==> src/rtl/twos_comp_seq.sv <==
// Bit-serial two's-complement engine: LSB-first copy-until-first-one, invert after.
// Optional COMP_OVF_FLAG_EN adds the ovf port flagging the most negative operand.
module twos_comp_seq #(
  parameter int unsigned WIDTH = 4
) (
  input  logic             clk,
  input  logic             rst,
  input  logic             start,
  input  logic [WIDTH-1:0] A,
  output logic [WIDTH-1:0] OUT,
  output logic             busy,
`ifdef COMP_OVF_FLAG_EN
  output logic             ovf,
`endif
  output logic             done
);

  localparam int unsigned CW = (WIDTH > 2) ? $clog2(WIDTH) : 1;
  localparam logic [WIDTH-1:0] MIN_NEG = {1'b1, {(WIDTH-1){1'b0}}};

  typedef enum logic [1:0] {IDLE, SHIFT, DONE} state_t;

  state_t           state;
  state_t           state_nxt;
  logic [WIDTH-1:0] sr;
  logic [WIDTH-1:0] res;
  logic             seen;
  logic [CW-1:0]    cnt;
  logic             rbit_c;

  always_ff @(posedge clk or posedge rst) begin
    if (rst) state <= IDLE;
    else     state <= state_nxt;
  end

  always_comb begin
    state_nxt = state;
    rbit_c    = sr[0] ^ seen;
    case (state)
      IDLE:    if (start) state_nxt = SHIFT;
      SHIFT:   if (cnt == CW'(WIDTH - 1)) state_nxt = DONE;
      DONE:    state_nxt = IDLE;
      default: state_nxt = IDLE;
    endcase
  end

  // Datapath and registered outputs; OUT only moves when leaving DONE.
  always_ff @(posedge clk or posedge rst) begin
    if (rst) begin
      sr   <= '0;
      res  <= '0;
      seen <= 1'b0;
      cnt  <= '0;
      OUT  <= '0;
      busy <= 1'b0;
      done <= 1'b0;
`ifdef COMP_OVF_FLAG_EN
      ovf  <= 1'b0;
`endif
    end else begin
      done <= 1'b0;
      case (state)
        IDLE: begin
          if (start) begin
            sr   <= A;
            seen <= 1'b0;
            cnt  <= '0;
            busy <= 1'b1;
          end
        end
        SHIFT: begin
          res  <= {rbit_c, res[WIDTH-1:1]};
          sr   <= sr >> 1;
          seen <= seen | sr[0];
          cnt  <= cnt + CW'(1);
        end
        DONE: begin
          OUT  <= res;
          done <= 1'b1;
          busy <= 1'b0;
`ifdef COMP_OVF_FLAG_EN
          // Only 0 and the most negative value negate to themselves; 0 never yields MIN_NEG.
          ovf  <= (res == MIN_NEG);
`endif
        end
        default: ;
      endcase
    end
  end

endmodule

==> config.mk <==
export PLATFORM = sky130hd
export DESIGN_NAME = twos_comp_seq
export DESIGN_NICKNAME = d
export VERILOG_FILES = /design/src/rtl/twos_comp_seq.sv
export SDC_FILE = /design/constraint.sdc
export NUM_CORES = 1
export LEC_CHECK = 0
export CAP_MARGIN = 20
export CORE_MARGIN = 4
export CORE_UTILIZATION = 40
export CTS_CLUSTER_SIZE = 24
export DETAILED_ROUTE_END_ITERATION = 10
export PLACE_DENSITY = 0.66
export SYNTH_ARGS = -nofsm -noshare
export SYNTH_HDL_FRONTEND = slang
export SYNTH_SLANG_ARGS = --single-unit
==> constraint.sdc <==
create_clock -name clk -period 1.8 [get_ports clk]
set_clock_uncertainty 0.15 [all_clocks]
set_input_delay 0.36 -clock clk [delete_from_list [all_inputs] [get_ports clk]]
set_output_delay 0.36 -clock clk [all_outputs]
set_load 0.05 [all_outputs]
# Word level (Yosys, flattened, before mapping)
# Index checks and enable logic that the tools add are counted.
[word_totals] reg_bits=19 inputBits=7 output_inout_bits=6 word_cells=34
[classes] muxes=12 n_reduce_logical=6 n_eq_ne=5 n_bitwise=2 addsub=1
[op_table] operator="2-bit one-hot mux with 2 select lines" count=2
[op_table] operator="4-bit one-hot mux with 2 select lines" count=1
[op_table] operator="2-bit two-way mux" count=3
[op_table] operator="2-bit AND reduction" count=3
[op_table] operator="2-bit equality test, second input constant" count=2
[op_table] operator="4-bit two-way mux" count=1
[op_table] operator="2-bit != test, second input constant" count=2
[op_table] operator="1-bit one-hot mux with 2 select lines" count=2
[op_table] operator="2-bit nonzero test" count=2
[op_table] operator="1-bit two-way mux" count=3
[op_table] operator="2-bit by 1-bit adder with 2-bit output, second input constant" count=1
[op_table] operator="2-bit by 1-bit equality test with 1-bit output, second input constant" count=1
[op_table] operator="2-bit logical NOT" count=1
[op_table] operator="1-bit bitwise OR" count=1
[op_table] operator="1-bit XOR" count=1

# Logic depth before layout (Yosys ltp)
# Gate-level depths: netlist of the first run.
[depth] word_depth=3 mapped_depth=4 ltp_nobuf=4

# Worst setup path before layout of the first run
# No wires, ideal clock.
[synth_timing] path_type="reg-to-reg" startpoint="reg state[0]" endpoint="reg res[0]" required_ps=1525 period_less_slack_ps=1347 path_stages_with_launch=5 setup_ps=125 slack_ps=453 arrival_ps=1072 n_path_buf=2 cell_sequence="dfrtp_1 -> buf_6 -> nor2b_4 -> buf_6 -> mux2_4"
[synth_between] elab_chain_cells=1
[synth_lines] item="start, declared" line="23" text="state_t state;"
[synth_lines] item="start signal, assigned" line="33" text="else state <= state_nxt;"
[synth_lines] item="2-bit by 1-bit equality test with 1-bit output" line="62" text="case (state)"
[synth_lines] item="end signal, assigned" line="72" text="res <= {rbit_c, res[WIDTH-1:1]};"
[synth_lines] item="end, declared" line="26" text="logic [WIDTH-1:0] res;"
# No other way between the ends.
# A chain may end at the register's enable or synchronous reset.

# Worst setup path in the final report of the first run
[layout_timing] startpoint="reg state[1]" endpoint="reg OUT[3]"
[layout_between] elab_chain_cells=1
[layout_lines] item="2-bit equality test" line="62"
[layout_lines] item="end signal, assigned" line="78" text="OUT <= res;"
[layout_lines] item="end, declared" line="10" text="output logic [WIDTH-1:0] OUT,"
# No other way between the ends.

==> results of run 1 <==
[routing by layer]
metal | up-vias | track usage | part of all wire
met5 | - | 0 | 0
met4 | 0 | 0.0622 | 0.020
met3 | 5 | 0.0572 | 0.071
met2 | 14 | 0.159 | 0.41
met1 | 226 | 0.120 | 0.50
li1 | 241 | - | -
[per-stage QoR]
stage	hold WS [ns]	setup WS, ns	area, um2
after floorplan	0.161	0.453	876
after global placement	0.337	0.219	985
after detailed placement	0.334	0.179	985
after CTS	0.226	0.273	1010
after global routing	0.248	0.211	1010
final	0.220	0.294	1010
[worst reg2reg max path, cell delays in order (launching register included)]
cell,delay [ns]
dfrtp_1,0.59
nor2b_4,0.34
mux2_4,0.32
[how the worst max path moves through the flow]
stage | slack, ns | startpoint | endpoint | cells after the start
global route | 0.21 | state[1] | OUT[3] | 2
global placement | 0.22 | start | sr[1] | 3
floorplan | 0.45 | state[0] | res[0] | 4
CTS | 0.27 | state[1] | OUT[3] | 2
finish | 0.29 | state[1] | OUT[3] | 2
detailed placement | 0.18 | start | sr[2] | 3
[cell type report]
type	instances	area (um2)	area share
Sequential cell	19	475	0.470
Multi-Input combinational cell	32	329	0.325
Timing Repair Buffer	14	120	0.119
Tap cell	27	33.8	0.0334
Inverter	7	26.3	0.0260
Clock buffer	3	22.5	0.0222
Clock inverter	1	5.00	0.00494
[power groups by stage]
stage | clock network (mW) | registers [mW] | logic, mW
after floorplan | 0 | 0.904 | 0.615
after global placement | 0 | 0.760 | 0.884
after detailed placement | 0 | 0.762 | 0.899
after CTS | 0.225 | 0.755 | 0.898
after global routing | 0.255 | 0.779 | 0.963
final | 0.213 | 0.751 | 0.885
[logic make-up after synthesis]
| group | count (synthesis) | synth area share |
|---|---|---|
| flip-flops | 19 | 0.543 |
| multiplexers | 9 | 0.150 |
| buffers and inverters | 11 | 0.0814 |
| AO/OA/AOI/OAI | 9 | 0.0929 |
| AND/OR/NAND/NOR | 12 | 0.104 |
| adder cells (fa/ha/maj) | 2 | 0.0286 |
[layout by cell type, fill, tap and decap left out, types with 3 or more instances in the layout]
| master | synthesis | routed |
|---|---|---|
| clkdlybuf4s50_1 | 0 | 6 |
| buf_4 | 0 | 8 |
| inv_1 | 7 | 7 |
| nor4b_1 | 3 | 3 |
| nor2_1 | 3 | 3 |
| mux2_4 | 8 | 8 |
| a221oi_1 | 3 | 3 |
| clkbuf_4 | 0 | 3 |
| dfrtp_1 | 19 | 19 |
[state kept, by name (all words and copies together) (netlist names)]
signal  cells
res         4
state       2
cnt         2
sr          4
busy        1
OUT         4
done        1
seen        1
[cell usage after synthesis (all sizes together)]
cell / instances / area (um2)
dfrtp: 19 / 475
nor2: 3 / 11.3
buf: 4 / 45.0
a21oi: 2 / 10.0
inv: 7 / 26.3
nor2b: 2 / 27.5
o2bb2ai: 1 / 8.76
ha: 2 / 25.0
a22o: 2 / 17.5
mux2: 9 / 131
or2b: 1 / 7.51
a221oi: 3 / 26.3
nand2b: 2 / 12.5
o21bai: 1 / 18.8
nor4b: 3 / 26.3
and2: 1 / 6.26
==> impl_metrics.ini, run 1 <==
[clock_network]
cts_root_buf = clkbuf_4
cts_resized = 0
clkSlewWorstSetupHoldPaths_ns = 0.11
clkLatencyLatePin_ns = 0.30
clockBufferDepth = 2
post_cts_buffers = 0
cts_sinks = 19
cts_buffers = 3
cts_tree = built
hold_buffers = 0
h-tree-depth = 1

[place]
gp_congestion = 0.742
placedCellCount = 99
io_buffers = 12
post-dp-hpwl_um = 919

[pwr]
netSwitchingPower_mw = 0.685
leakage_nw = 0.481
ir_drop_uv = 841
total_power_mw = 1.85
clkPwrFrac = 0.115
power_density_mw_per_mm2 = 1830
seqPwrFrac = 0.406
combPwrFrac = 0.479
p_sw_frac = 0.370
p_int_mw = 1.16

[yosys]
synth-seq-cells = 19
ys_seq_area_frac = 0.543
yosys_warnings = 0
synth.distinct_cells = 17
synth_area_per_cell_um2 = 14.1
syn-cell-area_um2 = 876
synth_cells = 62
synthesis.nets = 71

[worst_setup_path]
required_ns = 1.84
startpoint_type = flip-flop
slowest_delay_ns = 0.59
crit_arrival_ns = 1.54
crit_chain = nor2b_4 -> mux2_4
ff2ff_setup_slack_ns = 0.29
end_kind = flip-flop
reg2regPathDepth = 2
crit_family = flip-flops
regToRegEndpoint = OUT[3]
reg2reg_from = state[1]
critPathSlowestCell = dfrtp_1
crit_buf_inv = 0
critPathMaxFanout = 11
crit_type = flip-flop to flip-flop

[final_layout]
n_fill_cell = 174
drive_gt1_frac = 0.316
area_delta_synth_final_pct = 15.6
insertedDiodeCount = 0
fin_nets = 86
final-instance-count-excl-fill = 103
final_util = 0.501

[sta]
period_share = 0.837
slew_headroom = 0.743
hold_violations = 0
post-route-min-period_ns = 1.51
drv_slew = 0
fmax_ghz = 0.664
max_slew.worst_pin.slew_ns = 0.386
rsz0062_at_grt = false
tns_ns = 0
setup_viol = 0

[route]
num_vias = 486
wl_per_cell_um = 12.0
drt_iter0_drc = 8
drt-vias-per-instance = 4.72
wl_mm = 1.24
dr.pass1.iters = 3
drcViolationCount = 0
ant_nets = 0

[global_routing]
grt_pass1_wl_mm = 2.13
track_usage = 0.107
grt_max_degree = 20
grt_pass1_vias = 489
gr-total-overflow = 0
antenna_found_initial = 0

[floorplanning]
core_area_mm2 = 0.00202
fp-row-count = 16
die_x_um = 54.8
ioPinCount = 13
initial_utilization = 0.433
die_h_um = 54.8
dieArea_mm2 = 0.00300

[job]
cap_violations = 0

[outcome]
outcome = finished, final reports clean

[hold_path]
min_path_type = input pin to asynchronous set/reset pin
No activity file was read; power rests on OpenSTA's default activity.
==> inputs of run 2 (changes only) <==
PLACE_DENSITY = 0.68   (was 0.66)
clock period = 1.3 ns   (was 1.8 ns; I/O delays follow)
==> impl_metrics.ini, run 2 (synthesized netlist as in run 1, its figures left out) <==
[final_layout]
fin_nets = 94
insertedDiodeCount = 0
drive_gt1_frac = 0.440
layout_common_cells = dfrtp_1, mux2_4, buf_4, inv_1, buf_12
final_common_cell = dfrtp_1
reg_top3 = OUT (4), res (4), sr (4)
final_util = 0.601
area_delta_synth_final_pct = 38.9

[global_routing]
track_usage = 0.112
antenna_found_initial = 0
grt_pass1_vias = 491
grt_pass1_wl_mm = 2.31
gr-total-overflow = 0
grt_max_degree = 20

[sta]
fin_ws_ns = -0.00681
fmax_ghz = 0.765
max_slew.worst_pin.slew_ns = 0.256
post-route-min-period_ns = 1.31
tns_ns = -0.0274
hold_violations = 0
period_share = 1.01
drv_slew = 0
slew_headroom = 0.830
rsz0062_at_grt = true
hold_slack_ns = 0.135
setup_viol = 8

[place]
gp_congestion = 0.779
post-dp-hpwl_mm = 1.04
dp_slack_ns = -0.263
io_buffers = 12

[floorplanning]
die_h_um = 54.8
core_area_mm2 = 0.00202
dieArea_mm2 = 0.00300
initial_utilization = 0.433
ioPinCount = 13
die_x_um = 54.8
fp-row-count = 16

[route]
ant_nets = 0
drcViolationCount = 0
wl_per_cell_um = 12.9
wl_mm = 1.43
num_vias = 525
drt-vias-per-instance = 4.73
dr.pass1.iters = 4
drt_iter0_drc = 10

[worst_setup_path]
crit_arrival_ns = 1.33
ff2ff_setup_slack_ns = -0.007
regToRegEndpoint = OUT[3]
startpoint = state[1]
crit_type = flip-flop to flip-flop
reg2regPathDepth = 2
reg2reg_from = state[1]
critPathCapture = OUT[3]
critPathMaxFanout = 7
end_kind = flip-flop
startpoint_type = flip-flop
required_ns = 1.33

[outcome]
violations = negative setup slack
outcome = finished, violations left

[clock_network]
cts_root_buf = clkbuf_4
clkSlewWorstSetupHoldPaths_ns = 0.10
clockBufferDepth = 2
cts_buffers = 3
cts_tree = built
clkLatencyLatePin_ns = 0.28
cts_sinks = 19
h-tree-depth = 1

[hold_path]
min_path_type = input pin to asynchronous set/reset pin

[pwr]
power_density_mw_per_mm2 = 2490
ir_drop_uv = 1040
leakage_nw = 0.569
total_power_mw = 3.03

[job]
cap_violations = 0
## run 2: cell types whose count changed in the layout (fill, tap and decap cells not counted), sizes merged
cell | before | now
clkbuf | 3 | 4
clkinv | 1 | 0
buf | 8 | 16
## run 2: worst min-delay path by stage
stage               startpoint       end  slack (ns)  depth (start not counted)
finish                     rst  state[0]        0.14                          3
global route               rst  state[0]        0.11                          3
CTS                        rst      busy        0.12                          3
detailed placement        seen      seen        0.33                          1
global placement        cnt[1]    cnt[1]        0.34                          1
floorplan                  rst    OUT[0]        0.06                          1
## run 2: routing by layer
layer,share of wire,up-vias,global-route usage
met5,0,-,0
met4,0.0056,0,0.0498
met3,0.040,2,0.0327
met2,0.47,8,0.165
met1,0.49,258,0.151
li1,-,257,-
## run 2: critical path, cell delays in order, from the launching register on
cell and delay, ns:
dfrtp_2 0.46, nor2b_4 0.27, mux2_4 0.32
## run 2: timing repair
| action | 4_1_cts | 5_1_grt |
|---|---|---|
| hold endpoints to repair | 0 | 0 |
| gates resized for setup | 4 | 6 |
| hold buffers | 0 | 0 |
| buffers inserted | 0 | 5 |
| setup endpoints to repair | 11 | 17 |
| pin swaps | 0 | 1 |
## run 2: power breakdown
| part | total (mW) | internal [mW] | switching [mW] |
|---|---|---|---|
| Combinational | 1.67 | 0.971 | 0.696 |
| Clock | 0.278 | 0.119 | 0.159 |
| Sequential | 1.09 | 0.867 | 0.222 |
## run 2: metrics by stage
stage          cells  area (um2)
6_report         111        1220
3_3_place_gp     102        1090
4_1_cts          106        1140
3_5_place_dp     102        1090
2_1_floorplan     62         876
5_1_grt          111        1220
## run 2: final cells by class
type / instances / area (um2)
Clock buffer: 4 / 26.3
Fill cell: 153 / 806
Inverter: 7 / 26.3
Multi-Input combinational cell: 32 / 380
Sequential cell: 19 / 478
Tap cell: 27 / 33.8
Timing Repair Buffer: 22 / 272
==> inputs of run 3 (changes only) <==
CORE_UTILIZATION = 46   (was 40)
PLACE_DENSITY = 0.76   (was 0.68)
==> impl_metrics.ini, run 3 (synthesized netlist as in run 1, its figures left out) <==
[pwr]
seqPwrFrac = 0.360
combPwrFrac = 0.544
netSwitchingPower_mw = 1.07
p_sw_frac = 0.358
total_power_mw = 2.98
clkPwrFrac = 0.096
leakage_nw = 0.548
p_int_mw = 1.92
ir_drop_uv = 1090
power_density_mw_per_mm2 = 2520

[route]
drcViolationCount = 0
drt-vias-per-instance = 4.78
ant_nets = 0
dr.pass1.iters = 2
drt_iter0_drc = 1
wl_per_cell_um = 12.3
num_vias = 502
wl_mm = 1.29

[worst_setup_path]
crit_arrival_ns = 0.87
crit_chain = buf_12
critPathSlowestCell = dfrtp_1
end_kind = output port
required_ns = 0.89
crit_family = flip-flops
startpoint = OUT[0]
crit_type = flip-flop to output port
critPathMaxFanout = 2
reg2reg_from = state[1]
slowest_delay_ns = 0.42
startpoint_type = flip-flop
crit_buf_inv = 1

[hold_path]
min_path_type = input pin to asynchronous set/reset pin

[sta]
fmax_ghz = 0.782
post-route-min-period_ns = 1.28
drv_slew = 0
period_share = 0.983
fin_ws_ns = 0.0216
rsz0062_at_grt = true
hold_violations = 0
hold_slack_ns = 0.143
slew_headroom = 0.834
setup_viol = 0
max_slew.worst_pin.slew_ns = 0.249

[final_layout]
reg_top3 = OUT (4), res (4), sr (4)
insertedDiodeCount = 0
area_delta_synth_final_pct = 35.3
layout_common_cells = dfrtp_1, mux2_4, inv_1, buf_12, clkdlybuf4s50_1
drive_gt1_frac = 0.425
fin_nets = 90
final_cell_area_mm2 = 0.00118
final_common_cell = dfrtp_1

[place]
io_buffers = 12
gp_congestion = 0.784
placed_cell_area_mm2 = 0.00109
dp_slack_ns = -0.223
post-dp-hpwl_um = 919

[floorplanning]
initial_utilization = 0.496
fp-row-count = 15
dieArea_mm2 = 0.00267
die_x_um = 51.6
ioPinCount = 13
die_h_um = 51.6
core_area_mm2 = 0.00176

[global_routing]
track_usage = 0.114
antenna_found_initial = 0
gr-total-overflow = 0
grt_pass1_wl_mm = 2.24
grt_max_degree = 20
grt_pass1_vias = 493

[clock_network]
clkLatencyLatePin_ns = 0.29
cts_sinks = 19
h-tree-depth = 1
hold_buffers = 0
cts_tree = built
clockBufferDepth = 2
clkSlewWorstSetupHoldPaths_ns = 0.10
cts_root_buf = clkbuf_4
cts_buffers = 3

[job]
cap_violations = 0

[outcome]
outcome = finished, final reports clean
[run 3: routing by layer]
layer	up-vias	share of wire	track usage	wire (um)
met2	11	0.45	0.159	582
met4	0	0	0.0655	0
met3	0	0.046	0.0344	59
met5	-	0	0	0
met1	242	0.50	0.156	651
li1	249	-	-	-
[run 3: power by group through the flow]
stage	Combinational [mW]	Clock [mW]	Sequential (mW)
after floorplan	0.852	0	1.25
after global placement	1.45	0	1.07
after detailed placement	1.49	0	1.08
after CTS	1.51	0.306	1.07
after global routing	1.73	0.337	1.11
final	1.62	0.287	1.07
[run 3: final cells by class]
| class | instances | area [um2] |
|---|---|---|
| Fill cell | 151 | 579 |
| Sequential cell | 19 | 478 |
| Clock buffer | 4 | 26.3 |
| Tap cell | 25 | 31.3 |
| Inverter | 7 | 26.3 |
| Multi-Input combinational cell | 32 | 378 |
| Timing Repair Buffer | 18 | 245 |
[run 3: stage by stage]
| step | utilization | cells | setup TNS (ns) |
|---|---|---|---|
| final | 0.672 | 105 | 0 |
| after global routing | 0.672 | 105 | -0.140 |
| after CTS | 0.640 | 104 | -0.00162 |
| after detailed placement | 0.619 | 100 | -1.19 |
| after global placement | 0.619 | 100 | -0.864 |
| after floorplan | - | 62 | -0.311 |
[run 3: timing repair]
| item | CTS | global route |
|---|---|---|
| setup buffers | 0 | 1 |
| gates resized for setup | 3 | 8 |
| setup endpoints to repair | 6 | 17 |
| gates cloned | 0 | 0 |
[run 3: worst paths after layout]
kind,to,slack (ns),depth (start not counted)
worst max-delay path,OUT[0],0.02,1
worst max register to register,OUT[3],0.03,2
worst min-delay path,OUT[0],0.14,3
min in group clk,sr[3],0.36,1
max in group asynchronous,state[1],0.72,3
worst min register to register,sr[3],0.36,1
